==> src/rtl/ula_pkg.sv <==
// Shared opcodes and FSM encoding for the ula_seq sequential ALU.
package ula_pkg;

  localparam logic [3:0] OP_ADD   = 4'd0;
  localparam logic [3:0] OP_SUB   = 4'd1;
  localparam logic [3:0] OP_MUL   = 4'd2;
  localparam logic [3:0] OP_DIV   = 4'd3;
  localparam logic [3:0] OP_EQ    = 4'd4;
  localparam logic [3:0] OP_GT    = 4'd5;
  localparam logic [3:0] OP_LT    = 4'd6;
  localparam logic [3:0] OP_NE    = 4'd7;
  localparam logic [3:0] OP_AND   = 4'd8;
  localparam logic [3:0] OP_NAND  = 4'd9;
  localparam logic [3:0] OP_OR    = 4'd10;
  localparam logic [3:0] OP_NOR   = 4'd11;
  localparam logic [3:0] OP_XOR   = 4'd12;
  localparam logic [3:0] OP_XNOR  = 4'd13;
  localparam logic [3:0] OP_NOT_A = 4'd14;
  localparam logic [3:0] OP_NOT_B = 4'd15;

  typedef enum logic [1:0] {
    ST_IDLE = 2'd0,
    ST_EXEC = 2'd1,
    ST_DONE = 2'd2
  } ula_state_e;

  function automatic logic is_iter_op(input logic [3:0] op);
    return (op == OP_MUL) || (op == OP_DIV);
  endfunction

endpackage

==> src/rtl/ula_muldiv_iter.sv <==
// Iterative unsigned engine: shift-add multiply or restoring divide, one bit per cycle.
module ula_muldiv_iter #(
  parameter int unsigned WIDTH = 8
) (
  input  logic             clk,
  input  logic             rst,
  input  logic             i_start,
  input  logic             i_div,
  input  logic [WIDTH-1:0] i_a,
  input  logic [WIDTH-1:0] i_b,
  output logic             o_done,
  output logic [WIDTH-1:0] o_prod_lo,
  output logic             o_ov,
  output logic [WIDTH-1:0] o_quot,
  output logic             o_dz
);

  localparam int unsigned CW = (WIDTH > 2) ? $clog2(WIDTH) : 1;
  localparam logic [CW-1:0] LAST = CW'(WIDTH - 1);

  logic               r_busy;
  logic               r_div;
  logic [CW-1:0]      r_cnt;
  logic [2*WIDTH-1:0] r_prod;
  logic [2*WIDTH-1:0] r_mcand;
  logic [WIDTH-1:0]   r_mplier;  // multiplier (mul) or dividend/quotient shifter (div)
  logic [WIDTH-1:0]   r_rem;
  logic [WIDTH-1:0]   r_b;

  logic [2*WIDTH-1:0] w_prod_nxt;
  logic [WIDTH:0]     w_rem_sh;
  logic               w_ge;
  logic [WIDTH-1:0]   w_rem_nxt;
  logic [WIDTH-1:0]   w_quot_nxt;

  assign w_prod_nxt = r_prod + (r_mplier[0] ? r_mcand : '0);
  assign w_rem_sh   = {r_rem, r_mplier[WIDTH-1]};
  assign w_ge       = w_rem_sh >= {1'b0, r_b};
  assign w_rem_nxt  = w_ge ? (w_rem_sh[WIDTH-1:0] - r_b) : w_rem_sh[WIDTH-1:0];
  assign w_quot_nxt = {r_mplier[WIDTH-2:0], w_ge};

  // Outputs reflect the final step so the caller can register them on the done edge.
  // A zero divisor makes every step subtract, so the quotient naturally saturates to all ones.
  assign o_done    = r_busy && (r_cnt == LAST);
  assign o_prod_lo = w_prod_nxt[WIDTH-1:0];
  assign o_ov      = |w_prod_nxt[2*WIDTH-1:WIDTH];
  assign o_quot    = w_quot_nxt;
  assign o_dz      = r_div && (r_b == '0);

  always_ff @(posedge clk) begin
    if (rst) begin
      r_busy   <= 1'b0;
      r_div    <= 1'b0;
      r_cnt    <= '0;
      r_prod   <= '0;
      r_mcand  <= '0;
      r_mplier <= '0;
      r_rem    <= '0;
      r_b      <= '0;
    end else if (i_start) begin
      r_busy   <= 1'b1;
      r_div    <= i_div;
      r_cnt    <= '0;
      r_prod   <= '0;
      r_mcand  <= {{WIDTH{1'b0}}, i_a};
      r_mplier <= i_div ? i_a : i_b;
      r_rem    <= '0;
      r_b      <= i_b;
    end else if (r_busy) begin
      r_cnt <= r_cnt + CW'(1);
      if (o_done) r_busy <= 1'b0;
      if (r_div) begin
        r_rem    <= w_rem_nxt;
        r_mplier <= w_quot_nxt;
      end else begin
        r_prod   <= w_prod_nxt;
        r_mcand  <= r_mcand << 1;
        r_mplier <= r_mplier >> 1;
      end
    end
  end

endmodule

==> src/rtl/ula_seq.sv <==
// Sequential 16-op ALU with valid/ready handshakes and iterative mul/div.
// Optional macro ULA_STICKY_OV_EN adds ov_clr/ov_sticky.
module ula_seq
  import ula_pkg::*;
#(
  parameter int unsigned WIDTH = 8
) (
  input  logic             clk,
  input  logic             rst,
  input  logic             in_valid,
  output logic             in_ready,
  input  logic [WIDTH-1:0] a,
  input  logic [WIDTH-1:0] b,
  input  logic [3:0]       op,
  output logic             out_valid,
  input  logic             out_ready,
  output logic [WIDTH-1:0] result,
  output logic             ov,
  output logic             dz
`ifdef ULA_STICKY_OV_EN
  ,
  input  logic             ov_clr,
  output logic             ov_sticky
`endif
);

  ula_state_e       r_state, w_state_nxt;
  logic [WIDTH-1:0] r_result;
  logic             r_ov, r_dz, r_is_div;

  logic             w_accept, w_is_iter, w_done;
  logic [WIDTH:0]   w_sum;
  logic [WIDTH-1:0] w_alu_res;
  logic             w_alu_ov;
  logic [WIDTH-1:0] w_prod_lo, w_quot;
  logic             w_mul_ov, w_dz;

  assign in_ready  = (r_state == ST_IDLE);
  assign out_valid = (r_state == ST_DONE);
  assign result    = r_result;
  assign ov        = r_ov;
  assign dz        = r_dz;
  assign w_accept  = in_valid & in_ready;
  assign w_is_iter = is_iter_op(op);
  assign w_sum     = {1'b0, a} + {1'b0, b};

  ula_muldiv_iter #(.WIDTH(WIDTH)) u_muldiv (
    .clk       (clk),
    .rst       (rst),
    .i_start   (w_accept & w_is_iter),
    .i_div     (op == OP_DIV),
    .i_a       (a),
    .i_b       (b),
    .o_done    (w_done),
    .o_prod_lo (w_prod_lo),
    .o_ov      (w_mul_ov),
    .o_quot    (w_quot),
    .o_dz      (w_dz)
  );

  always_comb begin
    w_alu_res = '0;
    w_alu_ov  = 1'b0;
    case (op)
      OP_ADD:   begin w_alu_res = w_sum[WIDTH-1:0]; w_alu_ov = w_sum[WIDTH]; end
      OP_SUB:   begin w_alu_res = a - b; w_alu_ov = (a < b); end
      OP_EQ:    w_alu_res = {{(WIDTH-1){1'b0}}, a == b};
      OP_GT:    w_alu_res = {{(WIDTH-1){1'b0}}, a > b};
      OP_LT:    w_alu_res = {{(WIDTH-1){1'b0}}, a < b};
      OP_NE:    w_alu_res = {{(WIDTH-1){1'b0}}, a != b};
      OP_AND:   w_alu_res = a & b;
      OP_NAND:  w_alu_res = ~(a & b);
      OP_OR:    w_alu_res = a | b;
      OP_NOR:   w_alu_res = ~(a | b);
      OP_XOR:   w_alu_res = a ^ b;
      OP_XNOR:  w_alu_res = ~(a ^ b);
      OP_NOT_A: w_alu_res = ~a;
      OP_NOT_B: w_alu_res = ~b;
      default:  w_alu_res = '0;  // mul/div results come from the iterative engine
    endcase
  end

  always_comb begin
    w_state_nxt = r_state;
    case (r_state)
      ST_IDLE: if (w_accept) w_state_nxt = w_is_iter ? ST_EXEC : ST_DONE;
      ST_EXEC: if (w_done) w_state_nxt = ST_DONE;
      ST_DONE: if (out_ready) w_state_nxt = ST_IDLE;
      default: w_state_nxt = ST_IDLE;
    endcase
  end

  always_ff @(posedge clk) begin
    if (rst) begin
      r_state  <= ST_IDLE;
      r_result <= '0;
      r_ov     <= 1'b0;
      r_dz     <= 1'b0;
      r_is_div <= 1'b0;
    end else begin
      r_state <= w_state_nxt;
      if (w_accept) begin
        r_is_div <= (op == OP_DIV);
        if (!w_is_iter) begin
          r_result <= w_alu_res;
          r_ov     <= w_alu_ov;
          r_dz     <= 1'b0;
        end
      end else if (r_state == ST_EXEC && w_done) begin
        r_result <= r_is_div ? w_quot : w_prod_lo;
        r_ov     <= r_is_div ? 1'b0 : w_mul_ov;
        r_dz     <= r_is_div & w_dz;
      end
    end
  end

`ifdef ULA_STICKY_OV_EN
  logic r_ov_sticky;

  assign ov_sticky = r_ov_sticky;

  always_ff @(posedge clk) begin
    if (rst) begin
      r_ov_sticky <= 1'b0;
    end else if (out_valid && out_ready && (r_ov || r_dz)) begin
      r_ov_sticky <= 1'b1;
    end else if (ov_clr) begin
      r_ov_sticky <= 1'b0;
    end
  end
`endif

endmodule

==> config.mk <==
export PLATFORM = sky130hd
export DESIGN_NAME = ula_seq
export DESIGN_NICKNAME = d
export VERILOG_FILES = /design/src/rtl/ula_pkg.sv /design/src/rtl/ula_muldiv_iter.sv /design/src/rtl/ula_seq.sv
export SDC_FILE = /design/constraint.sdc
export NUM_CORES = 1
export LEC_CHECK = 0
export ABC_CLOCK_PERIOD_IN_PS = 2930
export CAP_MARGIN = 40
export CORE_MARGIN = 2
export CORE_UTILIZATION = 30
export CTS_BUF_LIST = sky130_fd_sc_hd__clkbuf_4
export DETAILED_ROUTE_END_ITERATION = 8
export REMOVE_ABC_BUFFERS = 1
export SLEW_MARGIN = 20
export SYNTH_ARGS = -nofsm -noshare
export SYNTH_HDL_FRONTEND = slang
export SYNTH_SLANG_ARGS = --single-unit
export TNS_END_PERCENT = 5
==> constraint.sdc <==
create_clock -name clk -period 2.93 [get_ports clk]
set_input_delay 0.4395 -clock clk [delete_from_list [all_inputs] [get_ports clk]]
set_output_delay 0.4395 -clock clk [all_outputs]
set_load 0.05 [all_outputs]
==> results.cfg <==
[synth]
synth_xor_area_share_pct = 6.14
synthAdderAreaFrac_pct = 12.1
synth.cell_area_mm2 = 0.00571
yosys_register_bits = 74
ys_seq_area_share_pct = 25.9
synth_top_area_cell = dfxtp_1
synth.distinct_cells = 60
synthCells = 757
yosysTopAreaCellShare_pct = 25.9
yosys_warnings = 0
synth_common_cells = nand2_1 (108), nor2_1 (76), dfxtp_1 (74)
yosys.area_share.simple_pct = 21.3
async_flop_share_pct = 0
synth_compound_area_share_pct = 23.2
synth_top_flop_cell = dfxtp_1
avgSynthCellArea_um2 = 7.54
synth_top_family_by_area = compound AO/OA/AOI/OAI gates
yosysMostFrequentCell = nand2_1
muxShareOfSynthArea_pct = 5.30
synth-edff-count = 0
netlist_top_cells_area = dfxtp_1 (26%), ha_1 (11%), nand2_1 (7.1%), a21oi_1 (6.0%), nor2_1 (5.0%)

[worst_setup_path]
crit_chain = and2_1, ha_1, fa_1, a211oi_1, nor2_1, o21ai_2, a31oi_1, xor2_1, nand2b_1, nor4_1, a21oi_1
crit_path_start_kind = flip-flop
r2r_cells = 11
cpPeakStageDelay_ns = 0.42
crit_path_end_kind = flip-flop
cp_data_required_time_ns = 3.30
r2r_setup_slack_ns = 0.24
path_max_fanout = 10
criticalPathCategory = reg2reg
reg2reg_to = ov$_SDFFE_PP0P_
reg2reg_from = u_muldiv.r_mplier[0]$_SDFFE_PP0P_
cp_slowest_cell = fa_1
crit_arrival_ns = 3.06

[clocking]
cts-root-buf = clkbuf_4
cts-buffers-inserted = 9
cts_sinks = 74
clkTransAtPathRegs_ns = 0.15
insertion_delay_ns = 0.47
cts_tree = yes
h-tree-depth = 3
cts_buffer_depth = 2

[timing]
setup_viol = 0
setup_ws_ns = 0.243
rsz0062_at_grt = no
fmax_mhz = 372
fin_setup_tns_ns = 0
min_period_ns = 2.69
hold_viol = 0
slew_violations = 0
worstMarginPinSlew_ns = 0.662
relSlewSlack_pct = 55.9
finalCritPeriodShare_pct = 91.7
clock_skew_ns = 0.0345

[routing]
num_vias = 5348
drtIter0Drc = 369
wirelength_um = 15300
wl_per_cell_um = 14.6
drc_errors = 0
viasPerCell = 5.08
antenna_left = 0
dr.pass1.iters = 6

[place]
placed_area_mm2 = 0.00660
gp_congestion = 0.902
dp_hpwl_um = 11700
place_ws_ns = -0.163
port-buffer-count = 35
dp.cells = 1035

[pwr]
p_per_area_mw_per_mm2 = 348
power.static_leakage_uw = 0.00258
irDropWorstVdd_mv = 0.157

[min_path]
worstHoldStart = u_muldiv.r_b[7]$_SDFFE_PP0P_
min_path_type = reg2reg
whs_path_depth = 2
min_to = u_muldiv.r_b[7]$_SDFFE_PP0P_

[final_layout]
drive_above_1_share_pct = 10.9
fill_cells = 1954
regArea_mm2 = 0.00148
area_growth_pct = 18.3
fin_nets = 889
fin_area_mm2 = 0.00675
instances_no_fill = 1052
multi_input_area_mm2 = 0.00389

[die]
fp-row-count = 50
die_w_um = 142
floorplan.initialDensity_pct = 30.5
die_h_um = 142
pin_count = 36
design.core.area_mm2 = 0.0187
fp.dieArea_mm2 = 0.0201

[global_routing]
grt_use_total_pct = 15.8
grt_pass1_wl_um = 25500
grt_max_degree = 36
overflow = 0
antenna_found_initial = 0
grt_pass1_vias = 4968

[status]
status = completed

[run]
maxCapViolations = 0
## kinds of logic (layout without fill, tap and decap cells)
kind of cell / after synthesis / in the layout
and+or+nand+nor: 270 / 270
adders and majority gates: 53 / 53
AOI/OAI and AO/OA: 202 / 202
DFF: 74 / 74
other: 0 / 1
buffers and inverters: 88 / 148
xor gates and xnor gates: 40 / 40
muxes: 30 / 30
## critical path: cells and delay by family, from the launching register on
| kind | cells | cell delay [ns] |
|---|---|---|
| and+or+nand+nor | 4 | 0.73 |
| AOI/OAI and AO/OA | 4 | 0.67 |
| adders and majority gates | 2 | 0.62 |
| DFF | 1 | 0.40 |
| xor gates and xnor gates | 1 | 0.16 |
## metal layers
metal / track usage, % / routed length [um] / vias to the layer above
li1: - / - / 2757
met1: 22.5 / 7450 / 2458
met2: 24.9 / 6840 / 115
met3: 2.76 / 805 / 18
met4: 3.79 / 217 / 0
met5: 0 / 0 / -
## sequential cells by signal (all words and copies together), names as in the netlist
| signal | count |
|---|---|
| u_muldiv.r_mcand | 16 |
| ov | 1 |
| u_muldiv.r_div | 1 |
| u_muldiv.r_cnt | 3 |
| result | 8 |
| dz | 1 |
| r_state | 2 |
| u_muldiv.r_prod | 16 |
| u_muldiv.r_mplier | 8 |
| u_muldiv.r_busy | 1 |
| u_muldiv.r_rem | 8 |
| u_muldiv.r_b | 8 |
| r_is_div | 1 |
## cell type report
type / instances / share of cell area, %
diodes: 1 / 0.0371
inverters: 39 / 2.17
clock buffers: 9 / 1.00
multi-input cells: 595 / 57.6
clock inverters: 7 / 1.13
well taps: 234 / 4.33
flip-flops and latches: 74 / 22.0
repair buffers: 93 / 11.7
## worst max-delay path by stage
stage,start,end,cells after the start,slack (ns)
final,u_muldiv.r_mplier[0]$_SDFFE_PP0P_,ov$_SDFFE_PP0P_,11,0.24
after global routing,u_muldiv.r_mplier[0]$_SDFFE_PP0P_,ov$_SDFFE_PP0P_,12,0.006
after CTS,u_muldiv.r_mplier[0]$_SDFFE_PP0P_,ov$_SDFFE_PP0P_,11,0.14
after detailed placement,b[0],ov$_SDFFE_PP0P_,12,-0.16
after global placement,a[0],result[0]$_SDFFE_PP0P_,13,-0.11
after floorplan,r_state[1]$_SDFFE_PP0P_,u_muldiv.r_prod[15]$_SDFFE_PP0P_,5,-0.16
## repair_timing
item                                    in CTS  in global routing
hold buffers                                 0                  0
setup buffers                                0                  0
hold endpoints to repair                     0                  0
gates resized for setup                      0                  2
endpoints found under the setup margin       0                  1
## cells in the final DEF (no fill, tap or decap), types with 28 or more instances in the layout
| cell type | netlist | final |
|---|---|---|
| nand2_1 | 108 | 108 |
| nor2_1 | 76 | 75 |
| dfxtp_1 | 74 | 73 |
| a21oi_1 | 69 | 69 |
| buf_4 | 0 | 57 |
| ha_1 | 49 | 49 |
| inv_1 | 38 | 38 |
| clkdlybuf4s50_1 | 0 | 34 |
| xnor2_1 | 31 | 31 |
| a211oi_1 | 30 | 30 |
| o21ai_0 | 28 | 28 |
| mux2i_1 | 28 | 28 |
## stage by stage
step                utilization (%)  power [uW]  hold WS (ns)
floorplan                         -        1410         0.426
global placement               35.3        1680         0.448
detailed placement             35.3        1680         0.447
CTS                            36.1        2370         0.465
global route                   36.1        2470         0.494
finish                         36.1        2350         0.470
## power by group
| group | switching (uW) | internal, uW | total [uW] |
|---|---|---|---|
| Combinational | 343 | 265 | 608 |
| Clock | 421 | 265 | 686 |
| Sequential | 23.6 | 1030 | 1050 |
| Total | 788 | 1560 | 2350 |
(Power assumes the default switching activity.)
